--- config.mk ---
export PLATFORM = sky130hd
export DESIGN_NAME = word_server
export DESIGN_NICKNAME = d
export VERILOG_FILES = /design/src/rtl/word_server_pkg.sv /design/src/rtl/word_server_table.sv /design/src/rtl/word_server.sv
export SDC_FILE = /design/constraint.sdc
export NUM_CORES = 1
export LEC_CHECK = 0
export ABC_AREA = 1
export CAP_MARGIN = 20
export CORE_MARGIN = 10
export CORE_UTILIZATION = 60
export CTS_CLUSTER_SIZE = 20
export DETAILED_ROUTE_END_ITERATION = 8
export PLACE_DENSITY_LB_ADDON = 0.1
export SETUP_SLACK_MARGIN = 0.2
export SYNTH_ARGS = -nofsm -noshare
export SYNTH_HDL_FRONTEND = slang
export SYNTH_SLANG_ARGS = --single-unit
--- constraint.sdc ---
create_clock -name clock -period 1.8 [get_ports clock]
set_clock_uncertainty 0.15 [all_clocks]
set_input_delay 0.36 -clock clock [delete_from_list [all_inputs] [get_ports clock]]
set_output_delay 0.36 -clock clock [all_outputs]
set_load 0.005 [all_outputs]
--- src/rtl/word_server_pkg.sv ---
// Shared encodings and widths for the word server and its fetch-unit partner.
package word_server_pkg;

    localparam int ADDR_W = 4;
    localparam int WORD_W = 16;
    localparam int BYTE_W = 8;
    localparam int DEPTH  = 1 << ADDR_W;

    typedef enum logic {
        S_WAIT_DAV = 1'b0,
        S_WAIT_END = 1'b1
    } state_t;

    typedef enum logic [1:0] {
        PH_ADDR = 2'd0,
        PH_HI   = 2'd1,
        PH_LO   = 2'd2
    } phase_t;

    // Address -> high byte -> low byte, then back to address.
    function automatic phase_t next_phase(input phase_t ph);
        case (ph)
            PH_ADDR: next_phase = PH_HI;
            PH_HI:   next_phase = PH_LO;
            default: next_phase = PH_ADDR;
        endcase
    endfunction

endpackage

--- src/rtl/word_server_table.sv ---
// 16-entry word table: one write port, one registered read port (read-before-write).
module word_server_table
    import word_server_pkg::*;
#(
    parameter logic [WORD_W-1:0] INIT_WORD = '0
) (
    input  logic              clock,
    input  logic              reset_,
    input  logic              we,
    input  logic [ADDR_W-1:0] wa,
    input  logic [WORD_W-1:0] wd,
    input  logic [ADDR_W-1:0] ra,
    output logic [WORD_W-1:0] rd
);

    logic [WORD_W-1:0] mem [DEPTH];

    // Every entry needs an async reset, so each is its own register.
    generate
        for (genvar gi = 0; gi < DEPTH; gi++) begin : g_entry
            logic [WORD_W-1:0] entry_reg;

            always_ff @(posedge clock or negedge reset_) begin
                if (!reset_) begin
                    entry_reg <= INIT_WORD;
                end else if (we && (wa == ADDR_W'(gi))) begin
                    entry_reg <= wd;
                end
            end

            assign mem[gi] = entry_reg;
        end
    endgenerate

    always_ff @(posedge clock or negedge reset_) begin
        if (!reset_) begin
            rd <= INIT_WORD;
        end else begin
            rd <= mem[ra];
        end
    end

endmodule

--- src/rtl/word_server.sv ---
// Word table responder: registered reads, loaded by 3-byte dav_/rfd handshake sequences.
module word_server
    import word_server_pkg::*;
#(
    parameter logic [WORD_W-1:0] INIT_WORD = 16'h0000
) (
    input  logic              clock,
    input  logic              reset_,
    input  logic [ADDR_W-1:0] a3_a0,
    output logic [WORD_W-1:0] d15_d0,
    input  logic              dav_,
    input  logic [BYTE_W-1:0] b7_b0,
    output logic              rfd,
    output logic              busy
);

    state_t            state_reg, state_next;
    phase_t            phase_reg, phase_next;
    logic [ADDR_W-1:0] addr_reg, addr_next;
    logic [BYTE_W-1:0] dhi_reg, dhi_next;
    logic              we;
    logic [WORD_W-1:0] wd;

    always_ff @(posedge clock or negedge reset_) begin
        if (!reset_) begin
            state_reg <= S_WAIT_DAV;
            phase_reg <= PH_ADDR;
            addr_reg  <= '0;
            dhi_reg   <= '0;
        end else begin
            state_reg <= state_next;
            phase_reg <= phase_next;
            addr_reg  <= addr_next;
            dhi_reg   <= dhi_next;
        end
    end

    // Bytes are consumed on the falling dav_ edge; the phase only moves once dav_ returns high.
    always_comb begin
        state_next = state_reg;
        phase_next = phase_reg;
        addr_next  = addr_reg;
        dhi_next   = dhi_reg;
        we         = 1'b0;
        wd         = {dhi_reg, b7_b0};
        case (state_reg)
            S_WAIT_DAV: begin
                if (!dav_) begin
                    state_next = S_WAIT_END;
                    case (phase_reg)
                        PH_ADDR: addr_next = b7_b0[ADDR_W-1:0];
                        PH_HI:   dhi_next  = b7_b0;
                        PH_LO:   we        = 1'b1;
                        default: ;
                    endcase
                end
            end
            S_WAIT_END: begin
                if (dav_) begin
                    state_next = S_WAIT_DAV;
                    phase_next = next_phase(phase_reg);
                end
            end
            default: state_next = S_WAIT_DAV;
        endcase
    end

    assign rfd  = (state_reg == S_WAIT_DAV);
    // Busy covers the address-byte handshake as well as the data phases.
    assign busy = (phase_reg != PH_ADDR) || (state_reg == S_WAIT_END);

    word_server_table #(
        .INIT_WORD(INIT_WORD)
    ) u_table (
        .clock  (clock),
        .reset_ (reset_),
        .we     (we),
        .wa     (addr_reg),
        .wd     (wd),
        .ra     (a3_a0),
        .rd     (d15_d0)
    );

endmodule

**Word-level counts from Yosys, hierarchy flattened**

Cells that the tools add are included.
Widths: inputs -> output; s select.

- Flip-flop bits (word level): 287
- Input port bits: 15
- Output and inout port bits: 18
- Word-level logic and storage cells: 73

- Magnitude comparators: 1
- Equality and inequality tests: 17
- Muxes and demuxes: 8
- Bitwise operators: 3
- Reductions and logical operators: 23

Operators with widths:

| cell | count |
|---|---|
| $bmux 16 s4 | 1 |
| $eq 4x4->1 const B | 8 |
| $mux 16 | 2 |
| $eq 4x3->1 const B | 4 |
| $logic_and 1x1->1 | 16 |
| $eq 4x2->1 const B | 2 |
| $reduce_and 3->1 | 2 |
| $ge 5x5->1 const B | 1 |
| $not 4->5 | 1 |
| $eq 4x1->1 const B | 1 |
| $logic_not 4->1 | 1 |
| $mux 1 | 4 |
| $pmux 2 s2 | 1 |
| $eq 2x1->1 const B | 1 |
| $eq 2x2->1 const B | 1 |
| $logic_not 2->1 | 1 |
| $not 1->1 | 2 |
| $reduce_and 2->1 | 1 |
| $reduce_bool 2->1 | 1 |
| $logic_or 1x1->1 | 1 |

**Depth between registers and ports, before layout**

Gate-level depths: netlist (run 1).

- Depth in word-level cells: 5
- Depth in mapped cells: 9
- Gate-level depth less buffers: 7

**By module**

Synthesis (run 1) repeated with hierarchy kept, for this count alone.

- Cell total of the unflattened synthesis: 1,762
- Area, all modules: 13,535.5 um2

Modules (own cells, without submodules):

| module | times used | cells an instance | area each (um2) | seq. area each (um2) |
|---|---|---|---|---|
| word_server_table | 1 | 1,692 | 12,891.1 | 6,806.5 |
| word_server | 1 | 70 | 644.4 | 375.4 |

**Least setup slack after synthesis (run 1)**

No wires, ideal clock.

- Path kind: reg2reg
- From: register state_reg
- To: register u_table.g_entry[0].entry_reg[3]
- Library setup time: 135 ps
- Arrival: 1,198 ps
- Data required time: 1,515 ps
- Slack: 317 ps
- Cell stages (with the launch flop): 8
- Path buffers: 1
- Period minus slack after synthesis: 1,483 ps
- Cell sequence: dfrtp_1 > nor2_2 > nand3_4 > nor2_2 > nand2_1 > buf_2 > nand2_1 > o21ai_0

- Word-level cells in the longest chain between the ends: 2

RTL lines:

| item | RTL line | text |
|---|---|---|
| start: declaration | word_server.sv:17 | `state_t state_reg, state_next;` |
| start signal: assignment | word_server.sv:31 | `state_reg <= state_next;` |
| $mux 1 | word_server.sv:46 | `case (state_reg)` |
| $logic_and 1x1->1 | word_server_table.sv:26 | `end else if (we && (wa == ADDR_W'(gi))) begin` |
| end signal: assignment | word_server_table.sv:27 | `entry_reg <= wd;` |
| end: declaration | word_server_table.sv:21 | `logic [WORD_W-1:0] entry_reg;` |

No other way between the ends.
A chain may end at the register's enable or synchronous reset.

**Final worst setup path (run 1)**

- From: register state_reg
- To: register u_table.g_entry[0].entry_reg[6]

The elaborated chain is that of the path after synthesis.

==> flow_metrics.py, run 1 <==
metrics = {
    "run_status": {
        "status": "complete, but fails checks",
        "violations": "negative setup slack",
    },
    "floorplan": {
        "io_pins": 33,
        "core_area_mm2": 0.0218,
        "die-area_mm2": 0.0285,
        "row_count": 54,
        "die_w_um": 169,
        "dieHeight_um": 169,
        "initial_utilization_pct": 60.9,
    },
    "timing": {
        "slew_headroom_pct": 46.3,
        "max_freq_ghz": 0.525,
        "drv_slew": 0,
        "worst_slew_pin_slew_ns": 0.804,
        "fin_crit_ns": 1.91,
        "setup_ws_ns": -0.106,
        "setup_viol": 79,
        "period_share_pct": 106,
        "rsz0062_at_grt": "yes",
        "setup_tns_ns": -1.65,
        "hold_violations": 0,
        "whs_ns": 0.106,
    },
    "worst_setup_path": {
        "path_cells": "buf_6 -> nor2_4 -> nand3_4 -> buf_6 -> nor2_4 -> nand2_1 -> buf_6 -> o21ai_0",
        "slowest_stage": "dfrtp_1",
        "critPathKind": "reg -> reg",
        "crit_fanout": 18,
        "arrival_ns": 2.21,
        "max_stage_delay_ns": 0.38,
        "cp-end-kind": "register",
        "cp-start-kind": "register",
        "crit_path_frequent_cell": "buf_6",
        "required_ns": 2.11,
    },
    "power_and_ir_drop": {
        "ir_drop_uv": 1040,
        "p_int_uw": 14300,
        "swShare_pct": 31.0,
        "pwr-share-comb_pct": 22.0,
        "power_density_mw_per_mm2": 1240,
        "leakage_uw": 0.00811,
        "power_frac_clock_pct": 35.3,
        "finalPower_uw": 20700,
        "power_switching_uw": 6430,
        "p_seq_share_pct": 42.8,
    },
    "clock_network": {
        "tritoncts": "yes",
        "htreeDepth": 1,
        "cts-root-buf": "clkbuf_16",
        "cts_buffers": 31,
        "cts_buffer_depth": 3,
        "cts_sinks": 287,
        "clk_latency_ns": 0.56,
        "clk_transition_reported_paths_ns": 0.07,
    },
    "synth": {
        "netlist_area_mm2": 0.0133,
        "synth.distinct_cells": 14,
        "yosysSeqAreaShare_pct": 54.0,
        "ys_warn_count": 0,
        "synthCells": 1733,
        "ys_ff_latch": 287,
        "synth_nets": 1748,
        "syn_avg_cell_area_um2": 7.67,
    },
    "cells_and_area": {
        "regArea_mm2": 0.00718,
        "syn2layout_area_growth_pct": 25.5,
        "largest_reg_flops": 256,
        "multiInputGateArea_mm2": 0.00535,
        "diodes": 0,
        "drive_gt1_share_pct": 17.1,
        "fill_cells": 1515,
        "nets": 1802,
    },
    "grt": {
        "overflow": 0,
        "antenna_found_initial": 0,
        "grt_usage_pct": 27.0,
        "grt_pass1_vias": 11700,
        "grt_start_max_net_pins": 76,
        "grt_pass1_wl_mm": 62.5,
    },
    "place": {
        "gp_congestion": 0.833,
        "pre_cts_ws_ns": -0.294,
        "hpwl_mm": 21.4,
        "io_buffer_count": 32,
    },
    "job": {
        "maxCapViolCount": 0,
    },
    "drt": {
        "finalWirelength_mm": 41.5,
        "drc": 0,
        "drtIter0Drc": 1694,
        "ant_nets": 0,
        "first_pass_iters": 7,
        "avgViaCountPerCell": 5.77,
        "vias": 12056,
        "wl_per_cell_um": 19.8,
    },
    "min_path": {
        "worstHoldPathType": "in -> async",
    },
}
==> cells in the mapped netlist (all sizes together) <==
library cell  count  area, um2
nand2           634       2380
dfrtp           287       7180
o21ai           269       1350
inv             221        830
nand3           193        978
buf              64        308
clkbuf           52        208
nor2             13       61.3
==> power groups by stage <==
stage	Combinational [uW]	Sequential, uW	Clock (uW)
3_3_place_gp	3630	8720	0
4_1_cts	4070	8700	7340
3_5_place_dp	3770	8760	0
2_1_floorplan	2620	8590	0
6_report	4560	8870	7310
5_1_grt	5160	9000	7630
==> logic make-up (layout without fill, tap and decap cells) <==
| group | count (synthesis) | count (layout) | share of synthesized area [%] |
|---|---|---|---|
| and+or+nand+nor | 840 | 840 | 25.7 |
| buffers and inverters | 337 | 415 | 10.1 |
| DFF | 287 | 287 | 54.0 |
| AOI/OAI and AO/OA | 269 | 269 | 10.1 |
==> placed cells by master (no fill, tap or decap), types with 2 or more instances in the layout <==
| cell type | count |
|---|---|
| nand2_2 | 48 |
| o21ai_1 | 97 |
| inv_4 | 2 |
| buf_6 | 28 |
| nand2_1 | 551 |
| clkinv_2 | 4 |
| buf_4 | 29 |
| nor2_4 | 5 |
| clkbuf_1 | 3 |
| nand2_8 | 3 |
| clkbuf_8 | 9 |
| nand2_4 | 32 |
| buf_16 | 5 |
| buf_12 | 31 |
| clkdlybuf4s50_1 | 11 |
| buf_2 | 19 |
| buf_8 | 5 |
| nor2_1 | 7 |
| bufinv_16 | 8 |
| o21ai_2 | 38 |
| inv_1 | 218 |
| dfrtp_1 | 287 |
| nand3_1 | 192 |
| clkbuf_16 | 39 |
| o21ai_0 | 134 |
==> routing by layer <==
layer,vias up,wire length [um],track usage (%)
met2,592,19500,43.5
li1,5512,-,-
met4,0,1790,10.8
met3,134,3630,4.42
met5,-,0,0
met1,5818,16600,35.7
==> critical path: cells and delay by family, from the launching register on <==
family,cells,cell delay [ns]
AO/OA/AOI/OAI,1,0.24
buffers and inverters,3,0.49
flip-flops,1,0.38
AND/OR/NAND/NOR,4,0.52
==> area by class of cell <==
type | instances | area share (%)
clock inverter | 14 | 1.66
tap | 280 | 2.10
timing repair buffer | 137 | 10.7
inverter | 221 | 5.00
multi-input combinational | 1109 | 32.0
clock buffer | 43 | 5.46
sequential | 287 | 43.1
==> worst paths after layout <==
kind / endpoint / cells past startpoint / slack [ns] / start
min: u_table.g_entry[2].entry_reg[13] / 2 / 0.11 / reset_
max in group asynchronous: u_table.g_entry[12].entry_reg[5] / 3 / 0.68 / reset_
max reg2reg: u_table.g_entry[0].entry_reg[6] / 8 / -0.11 / state_reg
min reg2reg: u_table.g_entry[15].entry_reg[3] / 2 / 0.33 / u_table.g_entry[15].entry_reg[3]
max: u_table.g_entry[0].entry_reg[6] / 8 / -0.11 / state_reg
min in group clock: u_table.rd[14] / 6 / 0.30 / a3_a0[1]
==> through the flow <==
step / utilization, % / area (um2) / instances
finish: 76.4 / 16700 / 2091
global route: 76.4 / 16700 / 2091
CTS: 73.3 / 16000 / 2079
detailed placement: 65.6 / 14300 / 1997
global placement: 65.6 / 14300 / 1997
floorplan: - / 13300 / 1733
==> what timing repair did <==
| action | in CTS | in global routing |
|---|---|---|
| hold buffers | 1 | 0 |
| resized for setup | 182 | 179 |
| setup buffers | 14 | 2 |
| setup endpoints to repair | 229 | 265 |
| endpoints found under the hold margin | 287 | 0 |
| pin swaps | 4 | 3 |
| cloned | 10 | 10 |
No activity file was read; power rests on OpenSTA's default activity.
==> inputs of run 2 (changes only) <==
--- a/config.mk
+++ b/config.mk
@@ -13,6 +13,7 @@
 export DETAILED_ROUTE_END_ITERATION = 8
 export PLACE_DENSITY_LB_ADDON = 0.1
 export SETUP_SLACK_MARGIN = 0.2
+export SLEW_MARGIN = 10
 export SYNTH_ARGS = -nofsm -noshare
 export SYNTH_HDL_FRONTEND = slang
 export SYNTH_SLANG_ARGS = --single-unit
==> results of run 2 <==
Final layout, timing and power as in run 1 (identical DEF).
==> inputs of run 3 (changes only) <==
--- a/config.mk
+++ b/config.mk
@@ -7,8 +7,10 @@
 export LEC_CHECK = 0
 export ABC_AREA = 1
 export CAP_MARGIN = 20
+export CELL_PAD_IN_SITES_DETAIL_PLACEMENT = 0
+export CELL_PAD_IN_SITES_GLOBAL_PLACEMENT = 1
 export CORE_MARGIN = 10
-export CORE_UTILIZATION = 60
+export CORE_UTILIZATION = 46
 export CTS_CLUSTER_SIZE = 20
 export DETAILED_ROUTE_END_ITERATION = 8
 export PLACE_DENSITY_LB_ADDON = 0.1
==> run 3 against run 2 <==
The run still ends with negative setup slack left. Routed wire length grew 21%. Clock power shrank 5.1%. Critical path depth is the same. Largest cell class unchanged. Power grew 0.83%.
==> flow_metrics.py, run 3 (synthesized netlist as in run 1, its figures left out) <==
metrics = {
    "run_status": {
        "status": "complete, but fails checks",
        "violations": "negative setup slack",
    },
    "power_and_ir_drop": {
        "power_density_mw_per_mm2": 1180,
        "ir_drop_uv": 996,
        "leakage_uw": 0.00835,
    },
    "worst_setup_path": {
        "cp-end-kind": "register",
        "arrival_ns": 2.06,
        "crit_path_frequent_cell": "nor2_4",
        "cp_top_family": "simple AND/OR/NAND/NOR gates",
        "required_ns": 2.01,
        "max_stage_delay_ns": 0.41,
        "slowest_stage": "dfrtp_1",
        "crit_buf_inv": 2,
        "path_cells": "nor2_4 -> nand3_4 -> buf_12 -> nor2_4 -> nand2_4 -> clkbuf_16 -> nand2_2 -> o21ai_1",
        "cp-start-kind": "register",
        "critPathKind": "reg -> reg",
        "crit_fanout": 8,
    },
    "cells_and_area": {
        "nets": 1817,
        "largest_reg_flops": 256,
        "final_cell_mix": "nand2_1 (491), dfrtp_1 (286), inv_1 (216)",
        "syn2layout_area_growth_pct": 33.0,
        "drive_gt1_share_pct": 21.9,
        "layout_commonest_cell": "nand2_1",
        "layout.cells.non_filler": 2208,
    },
    "job": {
        "maxCapViolCount": 0,
    },
    "place": {
        "hpwl_mm": 22.5,
        "pre_cts_ws_ns": -0.329,
        "dpl.cell_count": 2098,
        "gp_congestion": 0.785,
        "io_buffer_count": 32,
    },
    "drt": {
        "drc": 0,
        "finalWirelength_mm": 50.0,
        "ant_nets": 0,
        "first_pass_iters": 6,
        "wl_per_cell_um": 22.6,
        "avgViaCountPerCell": 5.52,
        "vias": 12186,
        "drtIter0Drc": 1200,
    },
    "min_path": {
        "worstHoldPathType": "in -> async",
    },
    "clock_network": {
        "clk_latency_ns": 0.52,
        "tritoncts": "yes",
        "cts-root-buf": "clkbuf_16",
        "cts_buffer_depth": 3,
        "clk_transition_reported_paths_ns": 0.06,
        "cts_sinks": 287,
        "htreeDepth": 2,
        "cts_buffers": 35,
    },
    "grt": {
        "overflow": 0,
        "grt_pass1_vias": 11138,
        "grt_pass1_wl_mm": 66.2,
        "grt.busiest_layer": "met2",
        "grt_start_max_net_pins": 65,
        "met2_usage_pct": 38.7,
        "grtUsageMet1_pct": 32.1,
        "use_met3_pct": 3.63,
        "grt_usage_pct": 23.8,
        "antenna_found_initial": 0,
    },
    "timing": {
        "period_share_pct": 103,
        "worst_slew_pin_slew_ns": 0.874,
        "setup_ws_ns": -0.0492,
        "slew_headroom_pct": 41.7,
        "fin_crit_ns": 1.85,
        "setup_viol": 26,
        "max_freq_ghz": 0.541,
        "rsz0062_at_grt": "yes",
        "hold_violations": 0,
        "drv_slew": 0,
    },
    "floorplan": {
        "row_count": 62,
        "initial_utilization_pct": 46.4,
        "io_pins": 33,
        "die-area_mm2": 0.0361,
        "dieHeight_um": 190,
        "die_w_um": 190,
        "core_area_mm2": 0.0286,
    },
}
-- run 3: cell types whose count changed in the layout (fill, tap and decap cells not counted), sizes merged --
cell           previous run  this run
clkbuf                   51        73
buf                     117       110
clkdlybuf4s15             0         7
bufinv                    8         2
inv                     222       220
clkdlybuf4s50            11        10
clkinv                    4         3
diode                     0         1
-- run 3: worst reg2reg max path, delay by kind of cell (launching register included) --
family	cells	cell delay, ns
AO/OA/AOI/OAI	1	0.05
buffers and inverters	2	0.42
flip-flops	1	0.41
AND/OR/NAND/NOR	5	0.66
-- run 3: path summary, 6_finish.rpt --
kind,startpoint,to,slack (ns),cells past startpoint
setup / recovery,state_reg,u_table.g_entry[4].entry_reg[5],-0.05,8
hold / removal,reset_,u_table.g_entry[1].entry_reg[12],0.15,2
setup reg to reg,state_reg,u_table.g_entry[4].entry_reg[5],-0.05,8
hold reg to reg,u_table.g_entry[7].entry_reg[3],u_table.g_entry[7].entry_reg[3],0.33,2
max in group asynchronous,reset_,u_table.g_entry[2].entry_reg[6],0.66,4
min in group clock,dav_,state_reg,0.29,2
-- run 3: power by group --
group	internal (uW)	leakage, uW	switching, uW
combinational	1980	0.00388	2990
clock	4210	0.000541	2740
sequential	7910	0.00392	1080
-- run 3: what timing repair did --
item / 4_1_cts / 5_1_grt
setup endpoints to repair: 223 / 254
hold endpoints to repair: 246 / 0
pin swaps: 5 / 13
hold buffers: 1 / 0
setup buffers: 10 / 4
cloned: 13 / 23
resized for setup: 189 / 318
-- run 3: per-layer routing --
layer / vias to the layer above / share of wire [%]
li1: 5577 / -
met1: 6005 / 41
met2: 475 / 47
met3: 129 / 7.9
met4: 0 / 3.8
met5: - / 0
-- run 3: final cells by class --
| type | count | area (um2) |
|---|---|---|
| Antenna cell | 1 | 2.50 |
| Clock buffer | 53 | 1030 |
| Clock inverter | 5 | 81.3 |
| Fill cell | 2454 | 11000 |
| Inverter | 221 | 848 |
| Multi-Input combinational cell | 1109 | 5850 |
| Sequential cell | 287 | 7180 |
| Tap cell | 384 | 480 |
| Timing Repair Buffer | 148 | 2210 |
-- run 3: stage by stage --
step                      util (%)  hold slack (ns)  setup TNS, ns  area [um2]  total power (uW)
final                         61.7            0.153         -0.557       17700             20900
after floorplan                  -          -0.0856              0       13300             11200
after detailed placement      50.7           0.0740         -65.85       14500             12600
after global placement        50.7           0.0740         -60.67       14500             12500
after global routing          61.7            0.176          -4.53       17700             22000
after CTS                     56.9            0.149              0       16300             19900
